**src/rtl/cpu_pkg.sv**
```systemverilog
// Shared opcode constants and branch-kind decode for the decode stage.
package cpu_pkg;

  localparam logic [5:0] OP_REGIMM  = 6'h01;
  localparam logic [5:0] OP_BEQ     = 6'h04;
  localparam logic [5:0] OP_BNE     = 6'h05;
  localparam logic [5:0] OP_BLEZ    = 6'h06;
  localparam logic [5:0] OP_BGTZ    = 6'h07;
  localparam logic [5:0] OP_BGEZALR = 6'h3b;

  // REGIMM sub-opcodes carried in the rt field
  localparam logic [4:0] RT_BLTZ = 5'h00;
  localparam logic [4:0] RT_BGEZ = 5'h01;

  typedef enum logic [2:0] {
    BR_NONE,
    BR_BEQ,
    BR_BNE,
    BR_BGEZ,
    BR_BLTZ,
    BR_BGTZ,
    BR_BLEZ,
    BR_BGEZALR
  } br_kind_e;

  function automatic br_kind_e br_kind(input logic [31:0] ir);
    br_kind_e k;
    k = BR_NONE;
    case (ir[31:26])
      OP_BEQ:     k = BR_BEQ;
      OP_BNE:     k = BR_BNE;
      OP_BLEZ:    k = BR_BLEZ;
      OP_BGTZ:    k = BR_BGTZ;
      OP_BGEZALR: k = BR_BGEZALR;
      OP_REGIMM: begin
        if (ir[20:16] == RT_BLTZ)      k = BR_BLTZ;
        else if (ir[20:16] == RT_BGEZ) k = BR_BGEZ;
      end
      default:    k = BR_NONE;
    endcase
    return k;
  endfunction

endpackage

```
**src/rtl/grf_core.sv**
```systemverilog
// General register file: two combinational read ports, one write port, r0 hardwired to zero.
// DECODE_WRITE_THROUGH_EN makes a same-cycle read of the written address return the new data.
module grf_core #(
  parameter int WIDTH = 32,
  parameter int NREG  = 32,
  localparam int AW   = $clog2(NREG)
) (
  input  logic             clk,
  input  logic             reset,
  input  logic             we,
  input  logic [AW-1:0]    waddr,
  input  logic [WIDTH-1:0] wdata,
  input  logic [AW-1:0]    raddr_a,
  input  logic [AW-1:0]    raddr_b,
  output logic [WIDTH-1:0] rdata_a,
  output logic [WIDTH-1:0] rdata_b
);

  logic [WIDTH-1:0] regs [NREG];

  always_ff @(posedge clk) begin
    if (!reset) begin
      for (int i = 0; i < NREG; i++) regs[i] <= '0;
    end else if (we && waddr != '0) begin
      regs[waddr] <= wdata;
    end
  end

  always_comb begin
    rdata_a = (raddr_a == '0) ? '0 : regs[raddr_a];
    rdata_b = (raddr_b == '0) ? '0 : regs[raddr_b];
`ifdef DECODE_WRITE_THROUGH_EN
    if (we && raddr_a != '0 && raddr_a == waddr) rdata_a = wdata;
    if (we && raddr_b != '0 && raddr_b == waddr) rdata_b = wdata;
`endif
  end

endmodule

```
**src/rtl/decode_unit.sv**
```systemverilog
// Decode stage: D register, operand fetch with prioritised forwarding, stall and branch resolve.
// Write-through of the register-file write port is selected by DECODE_WRITE_THROUGH_EN (see grf_core).
module decode_unit
  import cpu_pkg::*;
#(
  parameter int WIDTH = 32,
  parameter int NREG  = 32,
  parameter int NFWD  = 3,
  localparam int AW   = $clog2(NREG)
) (
  input  logic                  clk,
  input  logic                  reset,
  input  logic [31:0]           f_ir,
  input  logic [WIDTH-1:0]      f_pc,
  input  logic                  flush,
  input  logic [NFWD-1:0]       fwd_valid,
  input  logic [NFWD-1:0]       fwd_ready,
  input  logic [NFWD*AW-1:0]    fwd_addr,
  input  logic [NFWD*WIDTH-1:0] fwd_data,
  input  logic                  w_we,
  input  logic [AW-1:0]         w_addr,
  input  logic [WIDTH-1:0]      w_data,
  output logic [31:0]           ir_d,
  output logic [WIDTH-1:0]      pc_d,
  output logic [WIDTH-1:0]      rs_data,
  output logic [WIDTH-1:0]      rt_data,
  output logic                  br_taken,
  output logic                  stall
);

  logic [AW-1:0]    rs_a, rt_a;
  logic [WIDTH-1:0] rf_rs, rf_rt, fwd_rs, fwd_rt;
  logic             hit_rs, hit_rt, rdy_rs, rdy_rt, cond;

  assign rs_a = AW'(ir_d[25:21]);
  assign rt_a = AW'(ir_d[20:16]);

  always_ff @(posedge clk) begin
    if (!reset) begin
      ir_d <= '0;
      pc_d <= '0;
    end else if (!stall) begin
      if (flush) begin
        ir_d <= '0;
      end else begin
        ir_d <= f_ir;
        pc_d <= f_pc;
      end
    end
  end

  grf_core #(.WIDTH(WIDTH), .NREG(NREG)) u_grf (
    .clk     (clk),
    .reset   (reset),
    .we      (w_we),
    .waddr   (w_addr),
    .wdata   (w_data),
    .raddr_a (rs_a),
    .raddr_b (rt_a),
    .rdata_a (rf_rs),
    .rdata_b (rf_rt)
  );

  // Scan from the lowest-priority source upward so the lowest index overwrites.
  always_comb begin
    hit_rs = 1'b0; rdy_rs = 1'b0; fwd_rs = '0;
    hit_rt = 1'b0; rdy_rt = 1'b0; fwd_rt = '0;
    for (int i = NFWD - 1; i >= 0; i--) begin
      if (fwd_valid[i] && rs_a != '0 && fwd_addr[i*AW +: AW] == rs_a) begin
        hit_rs = 1'b1;
        rdy_rs = fwd_ready[i];
        fwd_rs = fwd_data[i*WIDTH +: WIDTH];
      end
      if (fwd_valid[i] && rt_a != '0 && fwd_addr[i*AW +: AW] == rt_a) begin
        hit_rt = 1'b1;
        rdy_rt = fwd_ready[i];
        fwd_rt = fwd_data[i*WIDTH +: WIDTH];
      end
    end
  end

  assign rs_data = hit_rs ? fwd_rs : rf_rs;
  assign rt_data = hit_rt ? fwd_rt : rf_rt;
  assign stall   = (hit_rs && !rdy_rs) || (hit_rt && !rdy_rt);

  always_comb begin
    cond = 1'b0;
    case (br_kind(ir_d))
      BR_BEQ:     cond = (rs_data == rt_data);
      BR_BNE:     cond = (rs_data != rt_data);
      BR_BGEZ,
      BR_BGEZALR: cond = !rs_data[WIDTH-1];
      BR_BLTZ:    cond = rs_data[WIDTH-1];
      BR_BGTZ:    cond = !rs_data[WIDTH-1] && (rs_data != '0);
      BR_BLEZ:    cond = rs_data[WIDTH-1] || (rs_data == '0);
      default:    cond = 1'b0;
    endcase
  end

  assign br_taken = cond && !stall;

endmodule

```
**config.mk**
```make
export PLATFORM = sky130hd
export DESIGN_NAME = decode_unit
export DESIGN_NICKNAME = d
export VERILOG_FILES = /design/src/rtl/cpu_pkg.sv /design/src/rtl/grf_core.sv /design/src/rtl/decode_unit.sv
export SDC_FILE = /design/constraint.sdc
export NUM_CORES = 2
export LEC_CHECK = 0
export ABC_AREA = 1
export BUFFER_PORTS_ARGS = -buffer_cell sky130_fd_sc_hd__buf_4
export CORE_UTILIZATION = 67
export CTS_CLUSTER_SIZE = 10
export DETAILED_ROUTE_END_ITERATION = 10
export GPL_ROUTABILITY_DRIVEN = 0
export GPL_TIMING_DRIVEN = 1
export PLACE_DENSITY = 0.86
export SLEW_MARGIN = 20
export SYNTH_ARGS = -nofsm -noshare
export SYNTH_HDL_FRONTEND = slang
export SYNTH_SLANG_ARGS = --single-unit
```
**constraint.sdc**
```tcl
create_clock -name clk -period 3.35 [get_ports clk]
set_input_delay 0.1675 -clock clk [delete_from_list [all_inputs] [get_ports clk]]
set_output_delay 0.1675 -clock clk [all_outputs]
set_load 0.02 [all_outputs]
```
==> metrics.txt, run 1 <==
# TYPE chip_impl_metric gauge
chip_impl_info{name="synth_most_common_cell",value="nand2_1"} 1
chip_impl_info{name="timing.grt.repair.worst_endpoint",value="br_taken"} 1
chip_impl_metric{name="die_x",unit="um"} 308
chip_impl_metric{name="netlist-cell-type-count",unit=""} 40
chip_impl_metric{name="synth_sequential_area_ratio",unit="%"} 51.3
chip_impl_metric{name="postSynthCellCount",unit=""} 7750
chip_impl_metric{name="grt-ovfl-total",unit=""} 392
chip_impl_metric{name="synth.top_cell.area_share",unit="%"} 49.0
chip_impl_metric{name="grt_max_degree",unit=""} 93
chip_impl_info{name="postSynth.topFlopCell",value="edfxtp_1"} 1
chip_impl_metric{name="worst_setup_slack_after_placement",unit="ns"} -0.262
chip_impl_metric{name="dp.final_hpwl",unit="mm"} 151
chip_impl_metric{name="synth-edff-count",unit=""} 1024
chip_impl_metric{name="ios",unit=""} 352
chip_impl_info{name="netlist_top_cells_count",value="nand2_1, nor2_1, nand3_1, edfxtp_1, inv_1"} 1
chip_impl_metric{name="synth-seq-cells",unit=""} 1098
chip_impl_metric{name="placement_rows",unit=""} 111
chip_impl_metric{name="clock_tree.buffer_depth",unit=""} 3
chip_impl_metric{name="postSynthAreaPerCell",unit="um2"} 8.10
chip_impl_metric{name="tritoncts_num_sinks",unit=""} 1098
chip_impl_metric{name="initial_core_utilization",unit="%"} 68.1
chip_impl_metric{name="numCtsBuffers",unit=""} 130
chip_impl_metric{name="postPlaceCellArea",unit="mm2"} 0.0687
chip_impl_metric{name="syn-cell-area",unit="mm2"} 0.0628
chip_impl_info{name="worstEpCategory",value="output port"} 1
chip_impl_metric{name="grtUsageTotal",unit="%"} 73.7
chip_impl_info{name="tool.error",value="[ERROR GRT-0232] Routing congestion too high. Check the congestion heatmap in the GUI."} 1
chip_impl_info{name="yosys.area.top_type",value="edfxtp_1"} 1
chip_impl_metric{name="ys.warnings.count",unit=""} 0
chip_impl_info{name="synth_top_cells_by_area",value="edfxtp_1, nand3_1, nand2_1"} 1
chip_impl_info{name="status",value="stopped before the end"} 1
chip_impl_metric{name="port_buffers",unit=""} 351
chip_impl_metric{name="asyncSetResetFlopFracSynth",unit="%"} 0
chip_impl_info{name="clock_tree.root_cell",value="clkbuf_16"} 1
chip_impl_metric{name="htreeDepth",unit=""} 4
chip_impl_metric{name="die_height",unit="um"} 308
chip_impl_info{name="flow.stopped_at",value="5_1_grt"} 1
-- cell families after synthesis --
family | after synthesis | synth area share (%)
buffers and inverters | 1473 | 9.49
XOR/XNOR | 15 | 0.209
other | 1 | 0.00597
AND/OR/NAND/NOR | 3933 | 26.6
flip-flops | 1098 | 51.3
multiplexers | 2 | 0.0319
AO/OA/AOI/OAI | 1228 | 12.4
-- metrics by stage --
| step | cells | hold slack, ns | TNS [ns] | util, % |
|---|---|---|---|---|
| floorplan | 7781 | 0.302 | 0 | - |
| global placement | 9132 | 0.389 | -0.211 | 74.5 |
| detailed placement | 9132 | 0.396 | -0.262 | 74.5 |
| CTS | 9434 | 0.00394 | -0.652 | 80.6 |
-- what timing repair did --
item,CTS
hold buffers,89
pin swaps,13
endpoints found under the setup margin,6
resized for setup,102
cloned,14
hold endpoints to repair,74
buffers inserted,18
-- metal layers --
metal	overflow	track usage [%]
met2	175	87.1
met5	5	43.9
met1	46	75.0
met3	64	63.6
met4	102	64.9
==> run 2: changes to the inputs <==
--- a/config.mk
+++ b/config.mk
@@ -7,12 +7,11 @@
 export LEC_CHECK = 0
 export ABC_AREA = 1
 export BUFFER_PORTS_ARGS = -buffer_cell sky130_fd_sc_hd__buf_4
-export CORE_UTILIZATION = 67
-export CTS_CLUSTER_SIZE = 10
+export CORE_UTILIZATION = 40
 export DETAILED_ROUTE_END_ITERATION = 10
 export GPL_ROUTABILITY_DRIVEN = 0
 export GPL_TIMING_DRIVEN = 1
-export PLACE_DENSITY = 0.86
+export PLACE_DENSITY_LB_ADDON = 0.15
 export SLEW_MARGIN = 20
 export SYNTH_ARGS = -nofsm -noshare
 export SYNTH_HDL_FRONTEND = slang
==> metrics.txt, run 2 <==
# TYPE chip_impl_metric gauge
chip_impl_metric{name="finish.utilization",unit="%"} 52.0
chip_impl_info{name="mostFrequentLayoutCell",value="nand2_1"} 1
chip_impl_metric{name="synth.top_cell.area_share",unit="%"} 49.0
chip_impl_info{name="crit_path_frequent_cell",value="buf_4"} 1
chip_impl_metric{name="grt-ovfl-total",unit=""} 0
chip_impl_metric{name="core",unit="mm2"} 0.156
chip_impl_info{name="setup.worst_path.class",value="register to output port"} 1
chip_impl_metric{name="port_buffers",unit=""} 351
chip_impl_metric{name="finalWorstSetupSlack",unit="ns"} -0.710
chip_impl_metric{name="critPathRequiredTime",unit="ns"} 3.18
chip_impl_metric{name="post_drt_via_cell_ratio",unit=""} 5.84
chip_impl_metric{name="die_height",unit="um"} 398
chip_impl_metric{name="synth_sequential_area_ratio",unit="%"} 51.3
chip_impl_info{name="yosys.area.top_type",value="edfxtp_1"} 1
chip_impl_info{name="layer_with_the_highest_usage_after_global_routing",value="met2"} 1
chip_impl_metric{name="global_route_met3_utilization",unit="%"} 7.25
chip_impl_metric{name="ys.warnings.count",unit=""} 0
chip_impl_metric{name="asyncSetResetFlopFracSynth",unit="%"} 0
chip_impl_metric{name="worst_clock_skew",unit="ns"} 0.0227
chip_impl_metric{name="postSynthAreaPerCell",unit="um2"} 8.10
chip_impl_info{name="synth_most_common_cell",value="nand2_1"} 1
chip_impl_metric{name="largest_register_ff_count",unit=""} 1024
chip_impl_info{name="worst_setup_path_start_kind",value="register"} 1
chip_impl_info{name="postSynth.topFlopCell",value="edfxtp_1"} 1
chip_impl_metric{name="final-hold-violation-count",unit=""} 0
chip_impl_metric{name="maxCapViolations",unit=""} 0
chip_impl_info{name="largest_register",value="u_grf.regs"} 1
chip_impl_metric{name="clk_transition_reported_paths",unit="ns"} 0.06
chip_impl_metric{name="htreeDepth",unit=""} 4
chip_impl_info{name="failing_checks",value="setup timing"} 1
chip_impl_metric{name="initial_core_utilization",unit="%"} 40.3
chip_impl_metric{name="postRouteAntennaNets",unit=""} 0
chip_impl_metric{name="grt_pass1_vias",unit=""} 56900
chip_impl_metric{name="global_route.usage.met2",unit="%"} 51.7
chip_impl_metric{name="critical_path.max_stage_delay",unit="ns"} 0.53
chip_impl_metric{name="ios",unit=""} 352
chip_impl_info{name="endpoint_kind",value="output port"} 1
chip_impl_metric{name="power.ir.vdd_worst",unit="V"} 0.000603
chip_impl_metric{name="drt_pre_antenna_iters",unit=""} 7
chip_impl_metric{name="power",unit="uW"} 37700
chip_impl_metric{name="first_iter_violations",unit=""} 9050
chip_impl_info{name="hold_class",value="input port to register"} 1
chip_impl_info{name="mostFrequentLayoutCells",value="nand2_1, nor2_1, edfxtp_1"} 1
chip_impl_metric{name="nFillCells",unit=""} 14200
chip_impl_metric{name="die_x",unit="um"} 398
chip_impl_metric{name="grt_met1_usage",unit="%"} 43.4
chip_impl_metric{name="route.vias.total",unit=""} 61900
chip_impl_metric{name="numCtsBuffers",unit=""} 133
chip_impl_metric{name="netlist-cell-type-count",unit=""} 40
chip_impl_info{name="cp_cell_sequence",value="buf_12 > buf_12 > buf_4 > a21oi_1 > o21ai_0 > nand3_1 > nand3_4 > nand3_2 > buf_4 > nand3_4 > buf_4 > nand2_1 > buf_4 > nor2_1 > nand4_1 > nor2_1 > nand2_2 > nand3_2 > nand3_2 > nor2_4 > nor2_2 > buf_6"} 1
chip_impl_metric{name="wl",unit="mm"} 274
chip_impl_info{name="rsz0062_at_grt",value="true"} 1
chip_impl_metric{name="postSynthCellCount",unit=""} 7750
chip_impl_metric{name="placement_rows",unit=""} 145
chip_impl_info{name="status",value="finished, violations left"} 1
chip_impl_metric{name="slew-limit-headroom",unit="%"} 23.1
chip_impl_metric{name="drt_drc_violations_left",unit=""} 0
chip_impl_info{name="clock_tree_from_tritoncts",value="built"} 1
chip_impl_metric{name="dp.final_hpwl",unit="mm"} 174
chip_impl_info{name="reg.largest.list",value="u_grf.regs (1024), ir_d (32), pc_d (32)"} 1
chip_impl_metric{name="power_density",unit="mW/mm2"} 465
chip_impl_metric{name="critical_path_arrival",unit="ns"} 3.89
chip_impl_metric{name="wl_per_cell",unit="um"} 25.9
chip_impl_metric{name="finalCriticalPeriod",unit="ns"} 4.06
chip_impl_info{name="worst_path_dominant_cell_family",value="simple AND/OR/NAND/NOR gates"} 1
chip_impl_metric{name="grtUsageTotal",unit="%"} 32.8
chip_impl_info{name="netlist_top_cells_count",value="nand2_1, nor2_1, nand3_1, edfxtp_1, inv_1"} 1
chip_impl_metric{name="tightestPinTransition",unit="ns"} 1.15
chip_impl_info{name="cp_slowest_cell",value="dfxtp_4"} 1
chip_impl_metric{name="grt_antenna_before_repair",unit=""} 6
chip_impl_metric{name="tritoncts_num_sinks",unit=""} 1098
chip_impl_metric{name="grt_first_pass_wirelength",unit="mm"} 382
chip_impl_metric{name="clk-insertion-delay-late",unit="ns"} 0.80
chip_impl_metric{name="post_route_worst_hold_slack",unit="ns"} 0.00182
chip_impl_metric{name="critical_path.n_buffers_inverters",unit=""} 7
chip_impl_metric{name="final-max-slew-violation-count",unit=""} 0
chip_impl_metric{name="synth-edff-count",unit=""} 1024
chip_impl_metric{name="period_share",unit="%"} 121
chip_impl_metric{name="reg2reg_slack",unit="ns"} 0.12
chip_impl_metric{name="die-area",unit="mm2"} 0.159
chip_impl_metric{name="synth-seq-cells",unit=""} 1098
chip_impl_metric{name="endpoints_failing_setup",unit=""} 1
chip_impl_metric{name="grt_max_degree",unit=""} 82
chip_impl_metric{name="path_max_fanout",unit=""} 12
chip_impl_info{name="clock_tree.root_cell",value="clkbuf_16"} 1
chip_impl_info{name="synth_top_cells_by_area",value="edfxtp_1, nand3_1, nand2_1"} 1
chip_impl_metric{name="fmax",unit="MHz"} 246
chip_impl_metric{name="syn-cell-area",unit="mm2"} 0.0628
chip_impl_metric{name="layout-drive-gt1-share",unit="%"} 19.7
chip_impl_metric{name="power.leakage",unit="uW"} 0.0331
chip_impl_metric{name="synthToLayoutAreaGrowth",unit="%"} 29.3
chip_impl_metric{name="clock_tree.buffer_depth",unit=""} 3
chip_impl_metric{name="finish.net_count",unit=""} 8667
[run 2: cell counts after synthesis]
Identical to the previous run, type by type.
[run 2: per-stage QoR]
stage / instances / setup TNS, ns / setup slack, ns / instance area (um2)
floorplan: 7781 / 0 / 0.549 / 62900
global placement: 10100 / -0.684 / -0.281 / 72000
detailed placement: 10100 / -0.665 / -0.278 / 72000
CTS: 10500 / -0.704 / -0.704 / 78900
global route: 10600 / -1.25 / -0.912 / 81200
finish: 10600 / -0.710 / -0.710 / 81200
[run 2: cell families after synthesis]
| family | count (synthesis) | synth area share (%) |
|---|---|---|
| simple gates | 3933 | 26.6 |
| buf+inv | 1473 | 9.49 |
| flops | 1098 | 51.3 |
| other cells | 1 | 0.00597 |
| compound gates | 1228 | 12.4 |
| mux | 2 | 0.0319 |
| xor+xnor | 15 | 0.209 |
[run 2: cell type report]
| class | count | area [um2] | area share [%] |
|---|---|---|---|
| Antenna cell | 1 | 2.50 | 0.00308 |
| Clock buffer | 171 | 3540 | 4.36 |
| Clock inverter | 67 | 719 | 0.886 |
| Inverter | 788 | 3000 | 3.70 |
| Multi-Input combinational cell | 5210 | 26000 | 32.0 |
| Sequential cell | 1098 | 32300 | 39.8 |
| Tap cell | 2058 | 2570 | 3.17 |
| Timing Repair Buffer | 1214 | 13100 | 16.1 |
[run 2: power by group]
part | internal [uW] | switching, uW
clock network | 8260 | 6260
registers | 15700 | 353
logic | 2690 | 4460
total | 26700 | 11100
[run 2: worst paths after layout]
kind / to / start / cells past startpoint
worst max-delay path: br_taken / register / 22
worst max register to register: ir_d[11]$_SDFFE_PN0N_ / ir_d[19]$_SDFFE_PN0N_ / 20
worst min register to register: ir_d[2]$_SDFFE_PN0N_ / ir_d[2]$_SDFFE_PN0N_ / 2
worst min-delay path: u_grf.regs[1][12]$_SDFFCE_PN0P_ / w_data[12] / 3
[run 2: worst min-delay path, cell delays in order]
cell,delay (ns)
buf_4,0.08
inv_2,0.24
nor2_1,0.18
[run 2: per-layer routing]
layer / vias up / wire (um) / part of all wire (%)
met5: - / 57 / 0.021
met2: 4108 / 124000 / 45
met4: 8 / 11900 / 4.4
li1: 27600 / - / -
met3: 674 / 33000 / 12
met1: 29600 / 106000 / 38
[run 2: timing repair]
action / 4_1_cts / 5_1_grt
pin swaps: 23 / 70
endpoints found under the setup margin: 14 / 74
hold buffers: 147 / 0
setup buffers: 23 / 47
gates cloned: 10 / 41
hold endpoints to repair: 735 / 0
gates resized for setup: 150 / 228
No activity file was read; power rests on OpenSTA's default activity.
